$ cat src/rtl/acc_calc_if.sv
// acc_calc_if -- board-facing I/O bundle for acc_calc.
//   SW[9:0]    : operand in SW[WIDTH-1:0], op select in SW[9:8]
//   HEX0..HEX5 : active-low seven-segment digits, bit 7 is the decimal point
//   LEDR[9:0]  : [7:0] op count, [8] accumulator negative, [9] sticky overflow
// modport master drives the switches; modport slave is the accumulator.
interface acc_calc_if;
    logic [9:0] SW;
    logic [7:0] HEX0, HEX1, HEX2, HEX3, HEX4, HEX5;
    logic [9:0] LEDR;

    modport master (output SW, input HEX0, HEX1, HEX2, HEX3, HEX4, HEX5, LEDR);
    modport slave  (input SW, output HEX0, HEX1, HEX2, HEX3, HEX4, HEX5, LEDR);
endinterface

$ cat src/rtl/acc_calc.sv
// acc_calc -- pushbutton-driven signed accumulator with hex display.
// Ports:
//   MAX10_CLK1_50 : system clock, all state on its rising edge
//   KEY[1]        : asynchronous active-low reset
//   KEY[0]        : active-low execute button (one op per press)
//   io            : acc_calc_if.slave (SW in, HEX0..HEX5 / LEDR out)
// Ops (SW[9:8]): 00 load, 01 add, 10 subtract, 11 clear.
// HEX5..HEX3 show the live operand, HEX2..HEX0 the accumulator, both in
// sign-magnitude hex. LEDR = {sticky overflow, acc negative, op count}.
// Build option: define ACC_SATURATE_EN to clamp overflowing add/subtract
// results instead of wrapping them.
module acc_calc #(
    parameter int WIDTH = 8
) (
    input  logic        MAX10_CLK1_50,
    input  logic [1:0]  KEY,
    acc_calc_if.slave   io
);
    typedef enum logic [1:0] {OP_LOAD, OP_ADD, OP_SUB, OP_CLR} op_e;

    logic clk, rst_n;
    assign clk   = MAX10_CLK1_50;
    assign rst_n = KEY[1];

    // ---------------- button synchronizer / edge detect ----------------
    logic       key_s1, key_s2, key_hist, armed, exec;
    logic [1:0] vld_pipe;

    // vld_pipe marks when key_s2 holds a real sample rather than its reset
    // value. armed only sets once the button has really been seen released,
    // so a button held through reset release cannot fire an op.
    // The edge pulse is registered once more, giving the 3-edge latency.
    always_ff @(posedge clk or negedge rst_n) begin
        if (!rst_n) begin
            key_s1   <= 1'b1;
            key_s2   <= 1'b1;
            key_hist <= 1'b1;
            vld_pipe <= '0;
            armed    <= 1'b0;
            exec     <= 1'b0;
        end else begin
            key_s1   <= KEY[0];
            key_s2   <= key_s1;
            key_hist <= key_s2;
            vld_pipe <= {vld_pipe[0], 1'b1};
            armed    <= armed | (vld_pipe[1] & key_s2);
            exec     <= armed & key_hist & ~key_s2;
        end
    end

    // ---------------- datapath ----------------
    op_e                     op;
    logic signed [WIDTH-1:0] operand;
    logic signed [WIDTH-1:0] acc, arith;
    logic signed [WIDTH:0]   sum;
    logic                    ovf, sticky;
    logic [7:0]              cnt;

    assign op      = op_e'(io.SW[9:8]);
    assign operand = io.SW[WIDTH-1:0];

    always_comb begin
        sum = '0;
        if (op == OP_SUB)
            sum = {acc[WIDTH-1], acc} - {operand[WIDTH-1], operand};
        else
            sum = {acc[WIDTH-1], acc} + {operand[WIDTH-1], operand};
        // Result outside the WIDTH-bit range when the two top bits disagree.
        ovf = sum[WIDTH] ^ sum[WIDTH-1];
`ifdef ACC_SATURATE_EN
        if (ovf)
            arith = sum[WIDTH] ? {1'b1, {(WIDTH-1){1'b0}}} : {1'b0, {(WIDTH-1){1'b1}}};
        else
            arith = sum[WIDTH-1:0];
`else
        arith = sum[WIDTH-1:0];
`endif
    end

    always_ff @(posedge clk or negedge rst_n) begin
        if (!rst_n) begin
            acc    <= '0;
            cnt    <= '0;
            sticky <= 1'b0;
        end else if (exec) begin
            cnt <= cnt + 8'd1;
            case (op)
                OP_LOAD: acc <= operand;
                OP_ADD,
                OP_SUB: begin
                    acc    <= arith;
                    sticky <= sticky | ovf;
                end
                OP_CLR: begin
                    acc    <= '0;
                    sticky <= 1'b0;
                end
                default: acc <= acc;
            endcase
        end
    end

    // ---------------- display ----------------
    function automatic logic [7:0] glyph(input logic [3:0] n);
        case (n)
            4'h0: glyph = 8'hC0;  4'h1: glyph = 8'hF9;
            4'h2: glyph = 8'hA4;  4'h3: glyph = 8'hB0;
            4'h4: glyph = 8'h99;  4'h5: glyph = 8'h92;
            4'h6: glyph = 8'h82;  4'h7: glyph = 8'hF8;
            4'h8: glyph = 8'h80;  4'h9: glyph = 8'h90;
            4'hA: glyph = 8'h88;  4'hB: glyph = 8'h83;
            4'hC: glyph = 8'hC6;  4'hD: glyph = 8'hA1;
            4'hE: glyph = 8'h86;  default: glyph = 8'h8E;
        endcase
    endfunction

    // {sign, high nibble, low nibble}. Magnitude is one bit wider than the
    // value so the most negative number negates without overflow.
    function automatic logic [23:0] show(input logic [WIDTH-1:0] v);
        logic [WIDTH:0] ext, mag;
        logic [7:0]     m8, s, h, l;
        ext = {v[WIDTH-1], v};
        mag = v[WIDTH-1] ? -ext : ext;
        m8  = 8'(mag);
        s   = v[WIDTH-1] ? 8'hBF : 8'hFF;
        h   = (WIDTH <= 4 || m8[7:4] == 4'h0) ? 8'hFF : glyph(m8[7:4]);
        l   = glyph(m8[3:0]);
        show = {s, h, l};
    endfunction

    assign {io.HEX5, io.HEX4, io.HEX3} = show(io.SW[WIDTH-1:0]);
    assign {io.HEX2, io.HEX1, io.HEX0} = show(acc);
    assign io.LEDR = {sticky, acc[WIDTH-1], cnt};
endmodule

$ cat src/flat_wrapper.sv
// flat-port wrapper written by rule: the top's interface ports become plain ports
module acc_calc_flat 
#(
    parameter int WIDTH = 8
)
  (MAX10_CLK1_50, KEY, io_SW, io_HEX0, io_HEX1, io_HEX2, io_HEX3, io_HEX4, io_HEX5, io_LEDR);
  acc_calc_if io_i ();
  input  logic MAX10_CLK1_50;
  input  logic [1:0] KEY;
  input wire logic [$bits(io_i.SW)-1:0] io_SW;
  output wire logic [$bits(io_i.HEX0)-1:0] io_HEX0;
  output wire logic [$bits(io_i.HEX1)-1:0] io_HEX1;
  output wire logic [$bits(io_i.HEX2)-1:0] io_HEX2;
  output wire logic [$bits(io_i.HEX3)-1:0] io_HEX3;
  output wire logic [$bits(io_i.HEX4)-1:0] io_HEX4;
  output wire logic [$bits(io_i.HEX5)-1:0] io_HEX5;
  output wire logic [$bits(io_i.LEDR)-1:0] io_LEDR;
  assign io_i.SW = io_SW;
  assign io_HEX0 = io_i.HEX0;
  assign io_HEX1 = io_i.HEX1;
  assign io_HEX2 = io_i.HEX2;
  assign io_HEX3 = io_i.HEX3;
  assign io_HEX4 = io_i.HEX4;
  assign io_HEX5 = io_i.HEX5;
  assign io_LEDR = io_i.LEDR;
  acc_calc #(.WIDTH(WIDTH)) u_core (.MAX10_CLK1_50(MAX10_CLK1_50), .KEY(KEY), .io(io_i));
endmodule
$ cat config.mk
export PLATFORM = sky130hd
export DESIGN_NAME = acc_calc_flat
export DESIGN_NICKNAME = d
export VERILOG_FILES = /design/src/rtl/acc_calc_if.sv /design/src/rtl/acc_calc.sv /design/src/flat_wrapper.sv
export SDC_FILE = /design/constraint.sdc
export NUM_CORES = 1
export LEC_CHECK = 0
export CORE_MARGIN = 5
export CORE_UTILIZATION = 26
export CTS_BUF_LIST = sky130_fd_sc_hd__clkbuf_2 sky130_fd_sc_hd__clkbuf_4 sky130_fd_sc_hd__clkbuf_8
export CTS_CLUSTER_SIZE = 20
export DETAILED_ROUTE_END_ITERATION = 10
export PLACE_DENSITY = 0.52
export RECOVER_POWER = 25
export SLEW_MARGIN = 20
export SYNTH_ARGS = -nofsm -noshare
export SYNTH_HDL_FRONTEND = slang
export SYNTH_SLANG_ARGS = --single-unit
$ cat constraint.sdc
create_clock -name MAX10_CLK1_50 -period 7.1 [get_ports MAX10_CLK1_50]
set_clock_uncertainty 0.2 [all_clocks]
set_input_delay 1.775 -clock MAX10_CLK1_50 [delete_from_list [all_inputs] [get_ports MAX10_CLK1_50]]
set_output_delay 1.775 -clock MAX10_CLK1_50 [all_outputs]
set_load 0.1 [all_outputs]
==> metrics.md, run 1 <==
| Metric | Value |
|---|---|
| Cell count after synthesis | between 300 and 400 |
| Hold Crit Class | reg2reg |
| Hold endpoint | u_core.vld_pipe[1] |
| Routability cong. | 0.8351 |
| # setup viols final | 0 |
| Worst Max-Slew Pin Slew | about 1.2 ns |
| TritonCTS clock tree | yes |
| Full die area | 13410 µm² |
| CP Launch Type | input port |
| Register-to-Register Path Depth | 9 |
| Yosys warnings | 0 |
| Avg Inst Size Synth | slightly above 8 µm² |
| DR WL/cell | 12.62 µm |
| CTS clk-pin slew, worst paths | 0.08 ns |
| Top cell type by total area after synthesis | dfrtp_1 |
| Initial antenna violation count | 0 |
| M1 wire length | 3267 µm |
| Skew-Pair Late Insertion Delay | roughly 0.26 ns |
| Port bufs | between 50 and 60 |
| Multi-input gate area | 2076 µm² |
| DRT iter0 DRCs | 130 |
| Clock sink count | 24 |
| I/O pin count | just over 70 |
| Htree depth | 1 |
| Max layer used | met4 |
| Synth Flop Type | dfrtp_1 |
| GRT Total Usage | 9.961% |
| Signal arrival time at the worst endpoint | 4.69 ns |
| NumNets Final | 448 |
| Async S/R FF share, synth | 100.0% |
| Reg-to-Reg End | u_core.sticky |
| Initial Util | between 20% and 30% |
| Die Span Y | 115.8 µm |
| Status | finished, final reports clean |
| Drt total wl | 6762 µm |
| Remaining global-route overflow | 0 |
| Max_cap viols | 0 |
| Most common cell in the netlist | nand2_1 |
| Fin cells | 536 |
| Max stage delay on crit path | between 0.4 and 0.5 ns |
| Cell Rows | 38 |
| CP Cell Sequence | clkdlybuf4s50_1 -> inv_1 -> ha_1 -> or3b_4 -> nand2_1 -> xor2_1 -> inv_1 -> ha_1 -> nor2_1 -> nor2_1 -> a211oi_1 -> a31oi_2 -> buf_12 |
| Post-CTS setup buffers | 0 |
| Post-cts resize count | 0 |
| Unrepaired setup endpoints after global routing | false |
| CP Class | in2out |
| Final period util | a little over nine tenths |
| Final Hold Slack | about 0.15 ns |
| Met2 Wirelength | 3092 µm |
| Register bit total from synthesis | 24 |
| Dpl hpwl | between 5000 and 6000 µm |
| Die Span X | 115.8 µm |
| Reg2reg setup slack | 4.36 ns |
| CP endpoint kind | output pin |
| CTS buffer count | 3 |
| Root Driver | clkbuf_8 |
| Top cells by area, synth | dfrtp_1, ha_1, xnor2_1 |
| Fmax | approximately 150 MHz |
| Synth cell count leaders | nand2_1, ha_1, xnor2_1, o21ai_0, nor2_1 |
| Synthesized area | 2910 µm² |
| Drt drc | 0 |
| Area growth syn-to-layout | 24.29% |
| Max Slew Vio Count | 0 |
| WHS Path Cells | 0 |
| Sequential area share after synthesis | 20.77% |
| Share of layout cells above drive strength 1 | under 10% |
| First-pass GRT wire length | 11240 µm |
| Slew headroom | 17.73% |
| Synth unique cells | 56 |
| Final hold vios | 0 |
| Largest net degree at the start of global routing | 25 |
| Fillcell total | 1168 |
| RR Startpoint | u_core.acc[0] |
| Hold_sp | u_core.vld_pipe[0] |
| Post-synth EDFFs | 0 |
| Critical Path RT | 5.12 ns |
| Crit-path max FO | 6 |
| Core Region | ~11000 µm² |
| Setup TNS | 0 ns |
| # diodes | 0 |
| Via density | 4.601 |
| Clock buffer depth | 2 |
| Post-Place Cells | 532 |
| Final min period | about 6.7 ns |
| Top cell type's share of synthesized area | 18.06% |
| Register area | 604.3 µm² |
| Remaining antenna violation count | 0 |
| Pre-antenna DRT Iters | 4 |
| Vias in the first global route | 2401 |
| CTS Hold Buffers Added | 0 |
| Slowest CP cell | or3b_4 |
| Vias | 2466 |
| Met3 WL post-DR | 358 µm |
==> registers in the layout, indices dropped and copies added, names as in the netlist <==
name             count
u_core.key_s2        1
u_core.key_hist      1
u_core.armed         1
u_core.acc           8
u_core.cnt           8
u_core.vld_pipe      2
u_core.key_s1        1
u_core.exec          1
u_core.sticky        1
==> through the flow <==
stage | util, % | worst slack [ns] | instance area (µm²)
after floorplan | - | 0.005790 | 2989
after global placement | 32.77 | 0.5288 | 3568
after detailed placement | 32.77 | 0.4180 | 3568
after CTS | 33.28 | 0.4202 | 3623
after global routing | 33.22 | 0.1747 | 3617
final | 33.22 | 0.4371 | 3617
==> worst max-delay path: cells and delay by family <==
family          cells  cell delay [ns]
buf+inv             4             0.96
simple gates        4             0.67
fa+ha+maj           2             0.54
xor+xnor            1             0.38
compound gates      2             0.36
==> placed cells by master (no fill, tap or decap), types with 2 or more instances in the layout <==
master           netlist  layout
nand2_1               38      38
ha_1                  37      37
clkdlybuf4s50_1        0      37
xnor2_1               25      25
nor2_1                23      23
dfrtp_1               21      21
inv_1                 20      20
o21ai_0               24      20
a21oi_1               20      20
conb_1                 1      19
xor2_1                11      11
buf_12                 0      11
nand2b_1               8       8
nand3_1                8       8
nor3_1                 7       7
o31ai_1                6       6
o21ai_1                1       5
buf_4                 20       5
mux2_2                 4       4
a31oi_1                5       4
nor2b_1                4       4
and3_1                 4       4
clkbuf_8               0       4
a211oi_1               4       3
o22ai_1                3       3
a21o_1                 3       3
nand4_1                3       3
a22oi_1                3       3
nand3b_1               2       2
or3_1                  2       2
o211ai_1               2       2
mux4_2                 2       2
mux2i_1                2       2
o32ai_1                2       2
o2111ai_1              2       2
dfstp_2                3       2
==> routing by layer <==
metal  track usage [%]  up-vias
met5                 0        -
met4             1.315        0
met3             1.932        6
met2             16.38       59
met1             13.96     1127
li1                  -     1274
==> cell type report <==
| class | count | area share, % |
|---|---|---|
| clock buffers | 4 | 1.522 |
| inverters | 20 | 2.075 |
| multi-input cells | 294 | 57.38 |
| flip-flops and latches | 24 | 16.71 |
| well taps | 140 | 4.843 |
| repair buffers | 54 | 17.47 |
==> worst max path at each step <==
stage | endpoint | cells after the start | startpoint | slack [ns]
6_report | io_HEX4[3] | 13 | io_SW[0] | 0.44
5_1_grt | io_HEX4[3] | 13 | io_SW[1] | 0.17
4_1_cts | io_HEX4[3] | 13 | io_SW[0] | 0.42
3_5_place_dp | io_HEX4[3] | 13 | io_SW[0] | 0.42
3_3_place_gp | io_HEX4[3] | 13 | io_SW[0] | 0.53
2_1_floorplan | io_HEX4[0] | 7 | io_SW[7] | 0.006
==> cell families (layout without fill, tap and decap cells) <==
logic type,count (synthesis),in the layout,synth area share (%)
simple gates,106,106,17.63
compound gates,86,86,19.09
buf+inv,55,78,10.62
fa+ha+maj,38,38,16.59
xor+xnor,37,37,11.39
flops,24,24,20.77
mux,8,8,3.783
other cells,1,19,0.1289
Power of run 1 is not shown: default switching activity piles up to over one toggle a cycle in this logic, so the estimate is an artifact.
==> run 2, diff against run 1 <==
--- a/config.mk
+++ b/config.mk
@@ -10,6 +10,7 @@
 export CTS_BUF_LIST = sky130_fd_sc_hd__clkbuf_2 sky130_fd_sc_hd__clkbuf_4 sky130_fd_sc_hd__clkbuf_8
 export CTS_CLUSTER_SIZE = 20
 export DETAILED_ROUTE_END_ITERATION = 10
+export MAX_ROUTING_LAYER = met4
 export PLACE_DENSITY = 0.52
 export RECOVER_POWER = 25
 export SLEW_MARGIN = 20
==> constraint.sdc (replaced) <==
create_clock -name MAX10_CLK1_50 -period 8 [get_ports MAX10_CLK1_50]
set_clock_uncertainty 0.2 [all_clocks]
set_input_delay 2 -clock MAX10_CLK1_50 [delete_from_list [all_inputs] [get_ports MAX10_CLK1_50]]
set_output_delay 2 -clock MAX10_CLK1_50 [all_outputs]
set_load 0.1 [all_outputs]
==> run 2 against run 1 <==
Against the previous run:
- non-clock buffer count shrank 2
- clock-buffer cell count shrank 1
- cell count shrank 0.37%
- first-iteration DRC count grew 21%
- flip-flop and latch count is the same
- routed wire length shrank 2.2%
- worst hold slack gained 0.0030 ns
- via count grew 1.8%
- register-to-register slack gained 0.90 ns
==> metrics.md, run 2 (synthesis gave the netlist of run 1 again) <==
| Metric | Value |
|---|---|
| Max Slew Vio Count | 0 (unchanged) |
| Largest net degree at the start of global routing | 25 (unchanged) |
| Vias | 2511 (+1.8%) |
| Remaining antenna violation count | 0 (unchanged) |
| Fmax | 134.6 MHz |
| Hold Crit Class | reg2reg |
| Routability cong. | 0.8660 (+3.7%) |
| DRT iter0 DRCs | 157 (+21%) |
| Fillcell total | 1161 (-0.60%) |
| DR WL/cell | 12.39 µm (-1.8%) |
| Final period util | 92.90% |
| Largest regs | u_core.acc: 8 flops, u_core.cnt: 8 flops, u_core.vld_pipe: 2 flops |
| Unrepaired setup endpoints after global routing | false |
| Initial Util | 26.73% (unchanged) |
| CTS clk-pin slew, worst paths | 0.08 ns (about the same) |
| # setup viols final | 0 (unchanged) |
| First-pass GRT wire length | 11050 µm (-1.7%) |
| Share of layout cells above drive strength 1 | 8.629% (-0.71 points) |
| Drt total wl | 6614 µm (-2.2%) |
| CTS Hold Buffers Added | 0 (unchanged) |
| Pre-antenna DRT Iters | 4 (unchanged) |
| Max_cap viols | 0 (unchanged) |
| NumNets Final | 446 (-0.45%) |
| Max stage delay on crit path | 0.62 ns (+0.19 ns) |
| Skew-Pair Late Insertion Delay | 0.26 ns (about the same) |
| TritonCTS clock tree | yes |
| Initial antenna violation count | 0 (unchanged) |
| Area growth syn-to-layout | 21.54% |
| Post-cts resize count | 0 (unchanged) |
| Port bufs | 52 (unchanged) |
| Slowest CP cell | clkdlybuf4s50_1 |
| Root Driver | clkbuf_8 |
| Critical Path RT | 5.80 ns (+0.68 ns) |
| Status | finished, final reports clean |
| Setup TNS | 0 ns (unchanged) |
| GRT Total Usage | 9.971% (+0.010 points) |
| Worst Max-Slew Pin Slew | 1.278 ns (+0.04346 ns) |
| CP endpoint kind | output pin |
| Core Region | 10890 µm² (unchanged) |
| CP Class | in2out |
| Via density | 4.702 (+2.2%) |
| CTS buffer count | 3 (unchanged) |
| Clock sink count | 24 (unchanged) |
| CP Cell Sequence | clkdlybuf4s50_1 -> inv_1 -> ha_1 -> or3b_4 -> nand2_1 -> xor2_1 -> inv_1 -> ha_1 -> nor2_1 -> nor2_1 -> a211oi_1 -> a31oi_1 -> buf_12 |
| Register-to-Register Path Depth | 9 (unchanged) |
| # diodes | 0 (unchanged) |
| CP Launch Type | input port |
| Cell Rows | 38 (unchanged) |
| Dpl hpwl | 5387 µm (-2.0%) |
| Full die area | 13410 µm² (unchanged) |
| Clock buffer depth | 2 (unchanged) |
| Most common cell after layout, fill and taps aside | nand2_1 |
| WHS Path Cells | 0 (unchanged) |
| Commonest non-fill, non-tap cells in the layout | nand2_1, ha_1, clkdlybuf4s50_1 |
| Post-CTS setup buffers | 0 (unchanged) |
| Signal arrival time at the worst endpoint | 5.23 ns (+0.54 ns) |
| I/O pin count | 71 (unchanged) |
| Slew headroom | 14.83% (-2.9 points) |
| Remaining global-route overflow | 0 (unchanged) |
| Crit-path max FO | 10 (+4) |
| Drt drc | 0 (unchanged) |
| Final hold vios | 0 (unchanged) |
| Die Span X | 115.8 µm (unchanged) |
| Vias in the first global route | 2427 (+1.1%) |
| Htree depth | 1 (unchanged) |
| Die Span Y | 115.8 µm (unchanged) |
| Final min period | 7.432 ns |
[run 2: changes by cell type in the layout (fill, tap and decap cells not counted), sizes merged]
cell    change
buf         -2
bufinv      +1
clkbuf      -1
[run 2: final cells by class]
type,count,area (µm²),share of cell area [%]
Sequential cell,24,604.3,17.09
Inverter,20,75.07,2.122
Clock inverter,1,30.03,0.8490
Timing Repair Buffer,52,541.8,15.32
Clock buffer,3,41.29,1.167
Multi-Input combinational cell,294,2069,58.51
Tap cell,140,175.2,4.952
[run 2: stage by stage]
step                utilization (%)  std cells  hold WS (ns)  instance area [µm²]  setup slack (ns)
floorplan                         -        373        0.1312                 2983            0.4067
global placement              31.89        530        0.1332                 3472            0.7043
detailed placement            31.89        530        0.1396                 3472            0.5681
CTS                           32.54        534        0.1599                 3543            0.5646
global route                  32.49        534        0.1677                 3537            0.3062
finish                        32.49        534        0.1574                 3537            0.5680
[run 2: routing by layer]
metal  vias up  part of all wire, %  track usage, %
met2        49                   47           16.76
met5         -                    0               -
li1       1276                    -               -
met1      1182                   48           13.09
met3         4                  3.9           1.514
met4         0                 0.38           1.237
[run 2: final timing paths]
kind                                    start            endpoint  slack (ns)
setup / recovery                     io_SW[0]          io_HEX4[3]        0.57
hold / removal             u_core.vld_pipe[0]  u_core.vld_pipe[1]        0.16
setup reg to reg                u_core.acc[0]       u_core.sticky        5.26
hold reg to reg            u_core.vld_pipe[0]  u_core.vld_pipe[1]        0.16
max in group asynchronous              KEY[1]       u_core.acc[2]        5.05
min in group asynchronous              KEY[1]       u_core.cnt[3]        1.79
[run 2: worst max-delay path: cells and delay by family]
family / cells / cell delay [ns]
AOI/OAI and AO/OA: 2 / 0.35
xor gates and xnor gates: 1 / 0.40
adders and majority gates: 2 / 0.54
buffers and inverters: 4 / 1.26
and+or+nand+nor: 4 / 0.67
Power of run 2 is left out for the same reason.
